--- config.mk ---
export PLATFORM = sky130hd
export DESIGN_NAME = hour_chime_ctrl
export DESIGN_NICKNAME = d
export VERILOG_FILES = /design/src/rtl/hour_chime_ctrl.sv
export SDC_FILE = /design/constraint.sdc
export NUM_CORES = 1
export LEC_CHECK = 0
export BUFFER_PORTS_ARGS = -buffer_cell sky130_fd_sc_hd__buf_4
export CORE_MARGIN = 2
export CORE_UTILIZATION = 50
export DETAILED_ROUTE_END_ITERATION = 10
export GPL_TIMING_DRIVEN = 0
export PLACE_DENSITY = 0.82
export SYNTH_ARGS = -nofsm -noshare
export SYNTH_HDL_FRONTEND = slang
export SYNTH_SLANG_ARGS = --single-unit
--- constraint.sdc ---
create_clock -name CP -period 2.4 [get_ports CP]
set_input_delay 0.12 -clock CP [delete_from_list [all_inputs] [get_ports CP]]
set_output_delay 0.12 -clock CP [all_outputs]
set_load 0.05 [all_outputs]
--- src/rtl/hour_chime_ctrl.sv ---
// Hourly chime sequencer: strikes the hour count as c500-gated bursts on bell.
// Define HALF_HOUR_CHIME_EN to also ring a single strike at mm:ss = 30:00.
module hour_chime_ctrl #(
  parameter int ON_TICKS  = 2,
  parameter int OFF_TICKS = 1,
  parameter int MODE12    = 1,
  parameter int CNT_W     = 4
) (
  input  logic        CP,
  input  logic        CR,
  input  logic        tick,
  input  logic        toll,
  input  logic        c500,
  input  logic [23:0] hms,
  output logic        bell,
  output logic        busy,
  output logic [4:0]  strikes_left
);

  typedef enum logic [1:0] {IDLE, RING, GAP} state_t;

  state_t             state_q, state_d;
  logic [CNT_W-1:0]   phase_q, phase_d;
  logic [4:0]         strikes_q, strikes_d;
  logic [15:0]        prev_ms_q;

  logic [3:0]         hh_tens, hh_ones;
  logic [4:0]         hh_bin, hour_n, start_n;
  logic               hh_valid, hour_trig, start;

  // Hour decode: BCD hh to strike count, zero for anything not a real hour
  always_comb begin
    hh_tens  = hms[23:20];
    hh_ones  = hms[19:16];
    hh_bin   = {1'b0, hh_ones} + ((hh_tens == 4'd1) ? 5'd10 :
                                  (hh_tens == 4'd2) ? 5'd20 : 5'd0);
    hh_valid = (hh_tens <= 4'd2) && (hh_ones <= 4'd9) && (hh_bin <= 5'd23);
    hour_n   = '0;
    if (hh_valid) begin
      if (MODE12 != 0) begin
        if (hh_bin == 5'd0)       hour_n = 5'd12;
        else if (hh_bin > 5'd12)  hour_n = hh_bin - 5'd12;
        else                      hour_n = hh_bin;
      end else begin
        hour_n = (hh_bin == 5'd0) ? 5'd24 : hh_bin;
      end
    end
  end

  always_comb begin
    hour_trig = toll && (hms[15:0] == 16'h0000) && (prev_ms_q != 16'h0000);
    start     = hour_trig && (hour_n != 5'd0);
    start_n   = hour_n;
`ifdef HALF_HOUR_CHIME_EN
    if (toll && (hms[15:0] == 16'h3000) && (prev_ms_q != 16'h3000)) begin
      start   = 1'b1;
      start_n = 5'd1;
    end
`endif
  end

  always_ff @(posedge CP or posedge CR) begin
    if (CR) begin
      state_q   <= IDLE;
      phase_q   <= '0;
      strikes_q <= '0;
      prev_ms_q <= '0;
    end else begin
      state_q   <= state_d;
      phase_q   <= phase_d;
      strikes_q <= strikes_d;
      prev_ms_q <= hms[15:0];
    end
  end

  always_comb begin
    state_d   = state_q;
    phase_d   = phase_q;
    strikes_d = strikes_q;
    case (state_q)
      IDLE: begin
        if (start) begin
          state_d   = RING;
          strikes_d = start_n;
          phase_d   = '0;
        end
      end
      RING: begin
        // toll checked first so an abort beats a coincident tick
        if (!toll) begin
          state_d   = IDLE;
          strikes_d = '0;
          phase_d   = '0;
        end else if (tick) begin
          if (phase_q == CNT_W'(ON_TICKS - 1)) begin
            phase_d   = '0;
            strikes_d = strikes_q - 5'd1;
            state_d   = (strikes_q == 5'd1) ? IDLE : GAP;
          end else begin
            phase_d = phase_q + 1'b1;
          end
        end
      end
      GAP: begin
        if (!toll) begin
          state_d   = IDLE;
          strikes_d = '0;
          phase_d   = '0;
        end else if (tick) begin
          if (phase_q == CNT_W'(OFF_TICKS - 1)) begin
            phase_d = '0;
            state_d = RING;
          end else begin
            phase_d = phase_q + 1'b1;
          end
        end
      end
      default: begin
        state_d   = IDLE;
        strikes_d = '0;
        phase_d   = '0;
      end
    endcase
  end

  always_comb begin
    bell         = (state_q == RING) && c500;
    busy         = (state_q != IDLE);
    strikes_left = (state_q == IDLE) ? 5'd0 : strikes_q;
  end

endmodule
## Word-level counts from Yosys, hierarchy flattened

Cells that the tools add are included.
W data, S select, Z words.

- $add $sub $neg: 4
- $lt $le $gt $ge: 4
- Eq/ne operators: 12
- Mux-type cells: 29
- Reduce and logical (&&, ||, !) cells: 16

Operators with widths:

| operator | count |
|---|---|
| $mux W5 | 11 |
| $mux W4 | 7 |
| $logic_not A16 Y1 | 1 |
| $mux W2 | 8 |
| $reduce_bool A16 Y1 | 1 |
| $pmux W5 S3 | 1 |
| $ne A3 B3 Y1 const B | 4 |
| $pmux W4 S3 | 1 |
| $eq A4 B1 Y1 const B | 2 |
| $logic_and A1 B1 Y1 | 6 |
| $pmux W2 S3 | 1 |
| $add A4 B5 Y5 | 1 |
| $eq A5 B1 Y1 const B | 1 |
| $gt A5 B4 Y1 const B | 1 |
| $le A5 B5 Y1 const B | 1 |
| $logic_not A5 Y1 | 1 |
| $reduce_and A5 Y1 | 1 |
| $reduce_bool A5 Y1 | 1 |
| $sub A5 B1 Y5 const B | 1 |
| $sub A5 B4 Y5 const B | 1 |
| $add A4 B1 Y4 const B | 1 |
| $eq A4 B2 Y1 const B | 1 |
| $le A4 B2 Y1 const B | 1 |
| $le A4 B4 Y1 const B | 1 |
| other kinds (8) | 9 |

- Register bits after elaboration: 27
- Bits of input ports: 29
- Output and inout port bits: 7
- Word-level logic and storage cells: 69

## Longest topological paths before layout

Gate-level depths: netlist (run 1).

- Depth in word-level cells: 12
- Depth in mapped cells: 13
- Depth with buffers taken out: 12

## Worst setup path after synthesis (run 1)

OpenSTA, ideal clock, no wires.

- Path type: input to register
- From: input hms[20]
- To: register state_q[0]
- Library setup time: 125 ps
- Arrival: 3,276 ps
- Data required time: 2,275 ps
- Slack: -1,001 ps
- Stages: 13
- Path buffers: 1
- Path through: or4b_4 inv_1 fa_1 xnor2_1 inv_1 ha_1 or3b_2 nand2_1 nor2_1 o32a_1 buf_6 nor4_1 mux2_2

- Cells in the longest elaborated chain, start to end: 12
- Elaborated cells between the ends (all ways): 19
- Classes of those cells: 2 x add/sub; 3 x order compare; 3 x eq/ne; 5 x mux; 6 x reduce/logical

Ends and longest elaborated chain:

| element | line | text |
|---|---|---|
| from (decl) | 14 | `input logic [23:0] hms,` |
| $eq A4 B2 Y1 | 36 | `(hh_tens == 4'd2) ? 5'd20 : 5'd0);` |
| $mux W5 | 36 |  |
| $mux W5 | 35 | `hh_bin = {1'b0, hh_ones} + ((hh_tens == 4'd1) ? 5'd10 :` |
| $add A4 B5 Y5 | 35 |  |
| $sub A5 B4 Y5 or $gt A5 B4 Y1 (tied branches) | 42 | `else if (hh_bin > 5'd12) hour_n = hh_bin - 5'd12;` |
| $mux W5 | 42 |  |
| $mux W5 | 41 | `if (hh_bin == 5'd0) hour_n = 5'd12;` |
| $mux W5 * | 39 | `if (hh_valid) begin` |
| $reduce_bool A5 Y1 * | 52 | `start = hour_trig && (hour_n != 5'd0);` |
| $logic_and A1 B1 Y1 * | 52 |  |
| $ne A2 B2 Y1 (no line) * | -- |  |
| $reduce_and A5 Y1 (no line) * | -- |  |
| to (signal assigned) | 69 | `state_q <= state_d;` |
| to (decl) | 22 | `state_t state_q, state_d;` |

Every way passes the cells marked *; elsewhere a longest branch is shown, timed or not.
A chain may end at the register's enable or synchronous reset.

## Final worst setup path (run 1)

- From: input hms[20]
- To: register strikes_q[2]

- Cells in the longest elaborated chain, start to end: 12
- Elaborated cells between the ends (all ways): 21
- Classes of those cells: 2 x add/sub; 3 x order compare; 3 x eq/ne; 7 x mux; 6 x reduce/logical

Ends and longest elaborated chain:

| element | line | text |
|---|---|---|
| $eq A4 B2 Y1 | 36 |  |
| $mux W5 | 36 |  |
| $mux W5 | 35 |  |
| $add A4 B5 Y5 | 35 |  |
| $sub A5 B4 Y5 or $gt A5 B4 Y1 (tied branches) | 42 |  |
| $mux W5 | 42 |  |
| $mux W5 | 41 |  |
| $mux W5 * | 39 |  |
| $reduce_bool A5 Y1 | 52 |  |
| $logic_and A1 B1 Y1 | 52 |  |
| $ne A2 B2 Y1 (no line) | -- |  |
| $reduce_and A4 Y1 (no line) | -- |  |
| to (signal assigned) | 71 | `strikes_q <= strikes_d;` |
| to (decl) | 24 | `logic [4:0] strikes_q, strikes_d;` |

Every way passes the cells marked *; elsewhere a longest branch is shown, timed or not. The select of a mux whose other input is x is not followed.

==> reports/qor.json, run 1 <==
{
  "max-vdd-ir-drop": {"value": 716, "unit": "uV"},
  "timing.final.crit_share": {"value": 119, "unit": "%"},
  "dpl_worst_slack": {"value": -1.05, "unit": "ns"},
  "critical_path.startpoint": {"value": "hms[20]"},
  "drt-total-wl": {"value": 4.36, "unit": "mm"},
  "io_pins": {"value": 36},
  "critical_path.reg2reg.endpoint": {"value": "strikes_q[2]"},
  "coreArea": {"value": 3310, "unit": "sq um"},
  "ys_ff_latch": {"value": 27},
  "portBuffers": {"value": 35},
  "layout.nets": {"value": 286},
  "grt_first_pass_wirelength": {"value": 7.26, "unit": "mm"},
  "register_to_register_setup_slack": {"value": 0.08, "unit": "ns"},
  "area_delta_synth_final": {"value": 41.1, "unit": "%"},
  "final_area": {"value": 2420, "unit": "sq um"},
  "synth_sequential_area_ratio": {"value": 39.3, "unit": "%"},
  "p_leak": {"value": 1.06, "unit": "nW"},
  "timing.setup.critical_path_class": {"value": "input pin to register"},
  "timing.final.max_slew_violations": {"value": 0},
  "clock_tree_from_tritoncts": {"value": "yes"},
  "commonest_cells_in_the_netlist": {"value": "dfrtp_1 (27), inv_1 (14), ha_1 (13), a21oi_1 (11), nor2_1 (11)"},
  "synth.lib_cells_used.distinct": {"value": 51},
  "dominantRegCellSynth": {"value": "dfrtp_1"},
  "dpl-instance-area": {"value": 2090, "unit": "sq um"},
  "netlist_instances": {"value": 176},
  "post_synth_edffs": {"value": 0},
  "clk_pin_slew_worst_paths": {"value": 0.15, "unit": "ns"},
  "synth_area_leaders": {"value": "dfrtp_1 (39%), ha_1 (9.5%), nor4_1 (3.3%), a21oi_1 (3.2%), inv_1 (3.1%)"},
  "n_fill_cell": {"value": 253},
  "clock_latency": {"value": 0.32, "unit": "ns"},
  "dpl.hpwl": {"value": 3.12, "unit": "mm"},
  "timing.setup.tns": {"value": -4.43, "unit": "ns"},
  "clock_path_buffers": {"value": 2},
  "place_congestion": {"value": 0.882},
  "worst_setup_margin": {"value": -0.464, "unit": "ns"},
  "drc_violation_total_after_the_first_tritonroute_iteration": {"value": 79},
  "critPathLaunchType": {"value": "input pin"},
  "fp.dieArea": {"value": 3920, "unit": "sq um"},
  "num_vias": {"value": 1640},
  "yosys_warnings": {"value": 0},
  "synth.net_count": {"value": 219},
  "fin_total_pwr": {"value": 0.00187, "unit": "W"},
  "final_cell_count_without_fillers": {"value": 288},
  "setup_repair_after_global_routing_missed_its_margin": {"value": "true"},
  "netlist.area_leader.share": {"value": 39.3, "unit": "%"},
  "ctsRootBufferMaster": {"value": "clkbuf_4"},
  "timing_hold_violations_final": {"value": 0},
  "multi_input_area": {"value": 1070, "unit": "sq um"},
  "routed_vias_inst": {"value": 5.69},
  "synth_async_sr_flop_share": {"value": 100, "unit": "%"},
  "synth.avg_cell_area": {"value": 9.76, "unit": "sq um"},
  "layout_min_cycle_time": {"value": 2.86, "unit": "ns"},
  "gr-usage-all-layers": {"value": 22.8, "unit": "%"},
  "globalRoute.totalOverflow": {"value": 0},
  "drtAntennaViolNets": {"value": 0},
  "clock_tree.htree_level_count": {"value": 1},
  "slew_headroom": {"value": 34.0, "unit": "%"},
  "die_height": {"value": 62.6, "unit": "um"},
  "cts-buffers-inserted": {"value": 3},
  "failed_checks": {"value": "setup timing"},
  "setup_viol": {"value": 11},
  "grt_max_degree": {"value": 28},
  "worstReg2RegStart": {"value": "state_q[0]"},
  "grt_pass1_vias": {"value": 1588},
  "post_route_cells_drive_above_1_share": {"value": 31.4, "unit": "%"},
  "critPathCapture": {"value": "strikes_q[2]"},
  "worst_max_slew_pin_slew": {"value": 0.989, "unit": "ns"},
  "chipWidth": {"value": 62.6, "unit": "um"},
  "drc": {"value": 0},
  "crit_path_end_kind": {"value": "register"},
  "start_util": {"value": 51.9, "unit": "%"},
  "worst_hold_path_type": {"value": "input pin to async pin"},
  "power.density_cell_area": {"value": 773, "unit": "nW/um^2"},
  "placed_cells_incl_taps": {"value": 257},
  "worstPathArrival": {"value": 3.11, "unit": "ns"},
  "clock-skew-final": {"value": 0.00288, "unit": "ns"},
  "max_cap_violations": {"value": 0},
  "detailedRoute.firstPassIterationCount": {"value": 4},
  "required": {"value": 2.65, "unit": "ns"},
  "netlist.top_cell.by_area": {"value": "dfrtp_1"},
  "clock.fmax": {"value": 349, "unit": "MHz"},
  "worst-r2r-cell-count": {"value": 9},
  "sequential_cell_area": {"value": 676, "unit": "sq um"},
  "dominant_cell_by_count_in_the_synthesized_netlist": {"value": "dfrtp_1"},
  "tritoncts_num_sinks": {"value": 27},
  "standard_cell_rows": {"value": 21},
  "wire_per_inst": {"value": 15.1, "unit": "um"},
  "number_of_antenna_cells_inserted": {"value": 0},
  "antenna_found_initial": {"value": 0},
  "post_synth_instance_area": {"value": 1720, "unit": "sq um"},
  "status": {"value": "finished, violations left"},
  "maximum_fanout_along_the_worst_path": {"value": 8}
}
-- timing repair --
action | CTS | global route
hold endpoints to repair | 16 | 0
pin swaps | 5 | 2
gates cloned | 0 | 0
hold buffers | 16 | 0
endpoints found under the setup margin | 11 | 11
resized for setup | 6 | 7
buffers inserted | 11 | 1
-- kinds of logic after synthesis --
family                   after synthesis  share of synthesized area, %
multiplexers                           4                          2.40
buffers and inverters                 17                          4.15
AO/OA/AOI/OAI                         50                          22.3
adder cells (fa/ha/maj)               14                          10.6
AND/OR/NAND/NOR                       63                          20.7
flip-flops                            27                          39.3
XOR/XNOR                               1                         0.510
-- through the flow --
| step | hold WS (ns) | util [%] |
|---|---|---|
| floorplan | 0.151 | - |
| global placement | 0.240 | 63.2 |
| detailed placement | 0.241 | 63.2 |
| CTS | 0.0394 | 72.4 |
| global route | 0.0867 | 73.2 |
| finish | 0.0116 | 73.2 |
-- metal layers --
layer  vias to the layer above  share of wire (%)  wire [um]  global-route usage, %
met5                         -                  0          0                      0
met4                         0                1.1         46                   4.44
met3                         4                3.3        146                   2.34
met2                        42                 51       2200                   41.7
met1                       781                 45       1960                   29.3
li1                        813                  -          -                      -
-- sequential cells by signal, summed over array words and instances (netlist names) --
name and cells:
strikes_q 5, state_q 2, phase_q 4, prev_ms_q 16
-- power breakdown --
group / total, W / internal, W / switching (W)
registers: 0.000577 / 0.000526 / 0.0000511
clock network: 0.000200 / 0.0000637 / 0.000137
logic: 0.00110 / 0.000460 / 0.000636
total: 0.00187 / 0.00105 / 0.000824
-- how the worst min path moves through the flow --
stage | depth (start not counted) | startpoint | slack, ns | endpoint
after floorplan | 0 | hms[0] | 0.15 | prev_ms_q[0]
after global placement | 1 | hms[7] | 0.24 | prev_ms_q[7]
after detailed placement | 1 | hms[8] | 0.24 | prev_ms_q[8]
after CTS | 2 | CR | 0.04 | prev_ms_q[5]
after global routing | 2 | CR | 0.09 | prev_ms_q[4]
final | 2 | CR | 0.01 | prev_ms_q[7]
-- cells in the final DEF, fill, tap and decap left out, types with 2 or more instances in the layout --
cell type	instances
clkbuf_4	3
o221ai_1	2
a22oi_1	2
o21ai_0	3
nand2_1	9
a41oi_1	2
inv_1	12
a21oi_1	10
nor2b_1	2
mux2i_1	3
nand4b_1	2
buf_4	44
dlygate4sd3_1	16
o41ai_1	5
o31ai_1	2
a31oi_1	2
o211ai_1	2
dfrtp_1	27
a211oi_1	3
nor2_1	10
and2_1	2
nand3_1	9
nor4_1	8
ha_1	11
nor3_1	6
buf_6	4
-- worst max-delay path, stage by stage --
cell and delay, ns:
buf_6 0.10, or4b_4 0.55, inv_4 0.08, fa_2 0.27, xnor2_4 0.10, inv_2 0.08, ha_4 0.12, or3b_4 0.38
nand2_2 0.07, nor2_2 0.05, o32a_1 0.29, buf_6 0.14, or4_4 0.52, a221oi_2 0.25
-- final cells by class --
type | instances | share of cell area [%]
Timing Repair Buffer | 63 | 21.6
Multi-Input combinational cell | 132 | 44.0
Sequential cell | 27 | 27.9
Clock buffer | 3 | 0.929
Clock inverter | 1 | 0.310
Buffer | 2 | 0.620
Inverter | 14 | 2.27
Tap cell | 46 | 2.37
Note: power is estimated with default switching activity, not from simulation.
==> run 2, diff against run 1 <==
- ABC_AREA: unset -> 1
==> reports/qor.json, run 2 <==
{
  "status": {"value": "finished clean"},
  "timing_hold_violations_final": {"value": 0},
  "portBuffers": {"value": 35},
  "power.density_cell_area": {"value": 802, "unit": "nW/um^2"},
  "io_pins": {"value": 36},
  "area_delta_synth_final": {"value": 31.7, "unit": "%"},
  "antenna_found_initial": {"value": 0},
  "max_cap_violations": {"value": 0},
  "globalRoute.totalOverflow": {"value": 0},
  "standard_cell_rows": {"value": 21},
  "synth_sequential_area_ratio": {"value": 38.0, "unit": "%"},
  "mostFrequentLayoutCell": {"value": "buf_4"},
  "crit_path_end_kind": {"value": "register"},
  "gr-usage-all-layers": {"value": 18.7, "unit": "%"},
  "cts-buffers-inserted": {"value": 3},
  "final_cell_count_without_fillers": {"value": 303},
  "clock_tree_from_tritoncts": {"value": "yes"},
  "ys_ff_latch": {"value": 27},
  "num_vias": {"value": 1521},
  "number_of_antenna_cells_inserted": {"value": 0},
  "post_route_cells_drive_above_1_share": {"value": 33.1, "unit": "%"},
  "clock-skew-final": {"value": 0.00544, "unit": "ns"},
  "clock_tree.htree_level_count": {"value": 1},
  "slew_headroom": {"value": 34.8, "unit": "%"},
  "ctsRootBufferMaster": {"value": "clkbuf_4"},
  "clk_pin_slew_worst_paths": {"value": 0.15, "unit": "ns"},
  "fin_total_pwr": {"value": 0.00188, "unit": "W"},
  "yosys_warnings": {"value": 0},
  "n_fill_cell": {"value": 293},
  "fp.dieArea": {"value": 4050, "unit": "sq um"},
  "largest_registers": {"value": "prev_ms_q (16), strikes_q (5), phase_q (4)"},
  "post_synth_edffs": {"value": 0},
  "timing.setup.critical_path_class": {"value": "input pin to register"},
  "dominant_cell_by_count_in_the_synthesized_netlist": {"value": "nand2_1"},
  "worstPathArrival": {"value": 2.46, "unit": "ns"},
  "synth.avg_cell_area": {"value": 8.89, "unit": "sq um"},
  "routed_vias_inst": {"value": 5.02},
  "p_leak": {"value": 1.15, "unit": "nW"},
  "worst_hold_path_type": {"value": "input pin to async pin"},
  "synth_async_sr_flop_share": {"value": 100, "unit": "%"},
  "setup_repair_after_global_routing_missed_its_margin": {"value": "false"},
  "clock.fmax": {"value": 448, "unit": "MHz"},
  "max-vdd-ir-drop": {"value": 582, "unit": "uV"},
  "setup_viol": {"value": 0},
  "post_synth_instance_area": {"value": 1780, "unit": "sq um"},
  "drc": {"value": 0},
  "largest-register": {"value": "prev_ms_q"},
  "grt_first_pass_wirelength": {"value": 6.04, "unit": "mm"},
  "detailedRoute.firstPassIterationCount": {"value": 4},
  "layout_common_cells": {"value": "buf_4 (36), nand2_1 (34), dfrtp_1 (27)"},
  "maximum_fanout_along_the_worst_path": {"value": 8},
  "critPathLaunchType": {"value": "input pin"},
  "wire_per_inst": {"value": 12.1, "unit": "um"},
  "die_height": {"value": 63.6, "unit": "um"},
  "dominantRegCellSynth": {"value": "dfrtp_1"},
  "timing.final.crit_share": {"value": 93.0, "unit": "%"},
  "coreArea": {"value": 3360, "unit": "sq um"},
  "grt_pass1_vias": {"value": 1414},
  "critical_path.startpoint": {"value": "hms[23]"},
  "chipWidth": {"value": 63.6, "unit": "um"},
  "placed_cells_incl_taps": {"value": 281},
  "synth_area_leaders": {"value": "dfrtp_1 (38%), ha_1 (9.1%), nand2_1 (7.4%), nand3_1 (5.1%), inv_1 (4.9%)"},
  "layout_min_cycle_time": {"value": 2.23, "unit": "ns"},
  "drtAntennaViolNets": {"value": 0},
  "required": {"value": 2.63, "unit": "ns"},
  "clock_latency": {"value": 0.32, "unit": "ns"},
  "worst_max_slew_pin_slew": {"value": 0.977, "unit": "ns"},
  "fin_util": {"value": 69.6, "unit": "%"},
  "netlist.top_cell.by_area": {"value": "dfrtp_1"},
  "drc_violation_total_after_the_first_tritonroute_iteration": {"value": 59},
  "netlist.area_leader.share": {"value": 38.0, "unit": "%"},
  "commonest_cells_in_the_netlist": {"value": "nand2_1 (35), dfrtp_1 (27), inv_1 (23), nand3_1 (18), ha_1 (13)"},
  "grt_max_degree": {"value": 28},
  "start_util": {"value": 52.9, "unit": "%"},
  "drt-total-wl": {"value": 3.65, "unit": "mm"},
  "layout.nets": {"value": 301},
  "tritoncts_num_sinks": {"value": 27},
  "worstReg2RegStart": {"value": "state_q[1]"},
  "dpl.hpwl": {"value": 2.69, "unit": "mm"},
  "synth.lib_cells_used.distinct": {"value": 34},
  "netlist_instances": {"value": 200},
  "timing.final.max_slew_violations": {"value": 0},
  "place_congestion": {"value": 0.898},
  "max_ffs_per_register": {"value": 16},
  "clock_path_buffers": {"value": 2},
  "synth.net_count": {"value": 243}
}
## run 2: critical path, stage by stage
cell and delay (ns):
buf_4 0.12, nor4_4 0.29, ha_2 0.24, fa_2 0.19, clkinv_1 0.08, or2_4 0.26, nand2_8 0.09, ha_4 0.14
nand2_1 0.06, nand3_2 0.09, nand2_2 0.07, nand2_1 0.08, nand3_2 0.10, nand3_2 0.10, nand2_4 0.08, nand2_8 0.12
nand2_8 0.08, nand2_2 0.09, o21ai_2 0.05
## run 2: layout make-up
| type | count | area, sq um | share of cell area, % |
|---|---|---|---|
| timing repair buffer | 52 | 430 | 18.4 |
| sequential | 27 | 676 | 28.8 |
| inverter | 28 | 108 | 4.59 |
| multi-input combinational | 145 | 1030 | 44.0 |
| buffer | 1 | 11.3 | 0.481 |
| tap | 46 | 57.6 | 2.46 |
| clock inverter | 1 | 7.51 | 0.321 |
| clock buffer | 3 | 22.5 | 0.962 |
## run 2: cells by family (layout without fill, tap and decap cells)
group / after synthesis / after routing / synth area share (%)
compound gates: 21 / 21 / 8.52
xor+xnor: 3 / 3 / 1.48
fa+ha+maj: 14 / 14 / 10.3
buf+inv: 29 / 85 / 6.69
flops: 27 / 27 / 38.0
simple gates: 106 / 107 / 35.0
## run 2: final timing paths
path / end / slack [ns] / cells after the start
max reg2reg: state_q[0] / 0.38 / 8
min: phase_q[2] / 0.006 / 2
max: phase_q[3] / 0.17 / 19
min in group CP: strikes_q[0] / 0.21 / 5
min reg2reg: strikes_q[4] / 0.50 / 2
max in group asynchronous: prev_ms_q[14] / 1.81 / 2
## run 2: layer usage
metal  part of all wire (%)  up-vias  track usage, %  wire length [um]
met1                     46      709            24.5              1670
met3                    2.2        4            2.14                80
met5                      0        -               0                 0
met4                    1.1        0            7.61                40
met2                     51       24            31.3              1860
li1                       -      784               -                 -
## run 2: stage by stage
| step | instance area [sq um] | hold WS, ns | TNS (ns) | setup WS (ns) |
|---|---|---|---|---|
| 2_1_floorplan | 1790 | 0.151 | 0 | 0.0242 |
| 3_3_place_gp | 2110 | 0.240 | -3.03 | -0.294 |
| 3_5_place_dp | 2110 | 0.240 | -3.31 | -0.326 |
| 4_1_cts | 2300 | 0.0386 | 0 | 0.0342 |
| 5_1_grt | 2340 | 0.0908 | 0 | 0.000542 |
| 6_report | 2340 | 0.00564 | 0 | 0.168 |
## run 2: what timing repair did
action	in CTS	in global routing
endpoints found under the setup margin	0	11
hold endpoints to repair	16	0
resized for setup	0	5
hold buffers	16	0
buffers inserted	0	1
## run 2: report_power, final
| group | internal (W) | total [W] | switching, W | leakage (nW) |
|---|---|---|---|---|
| sequential | 0.000528 | 0.000600 | 0.0000720 | 0.335 |
| clock | 0.0000636 | 0.000200 | 0.000136 | 0.0139 |
| combinational | 0.000379 | 0.00108 | 0.000698 | 0.798 |
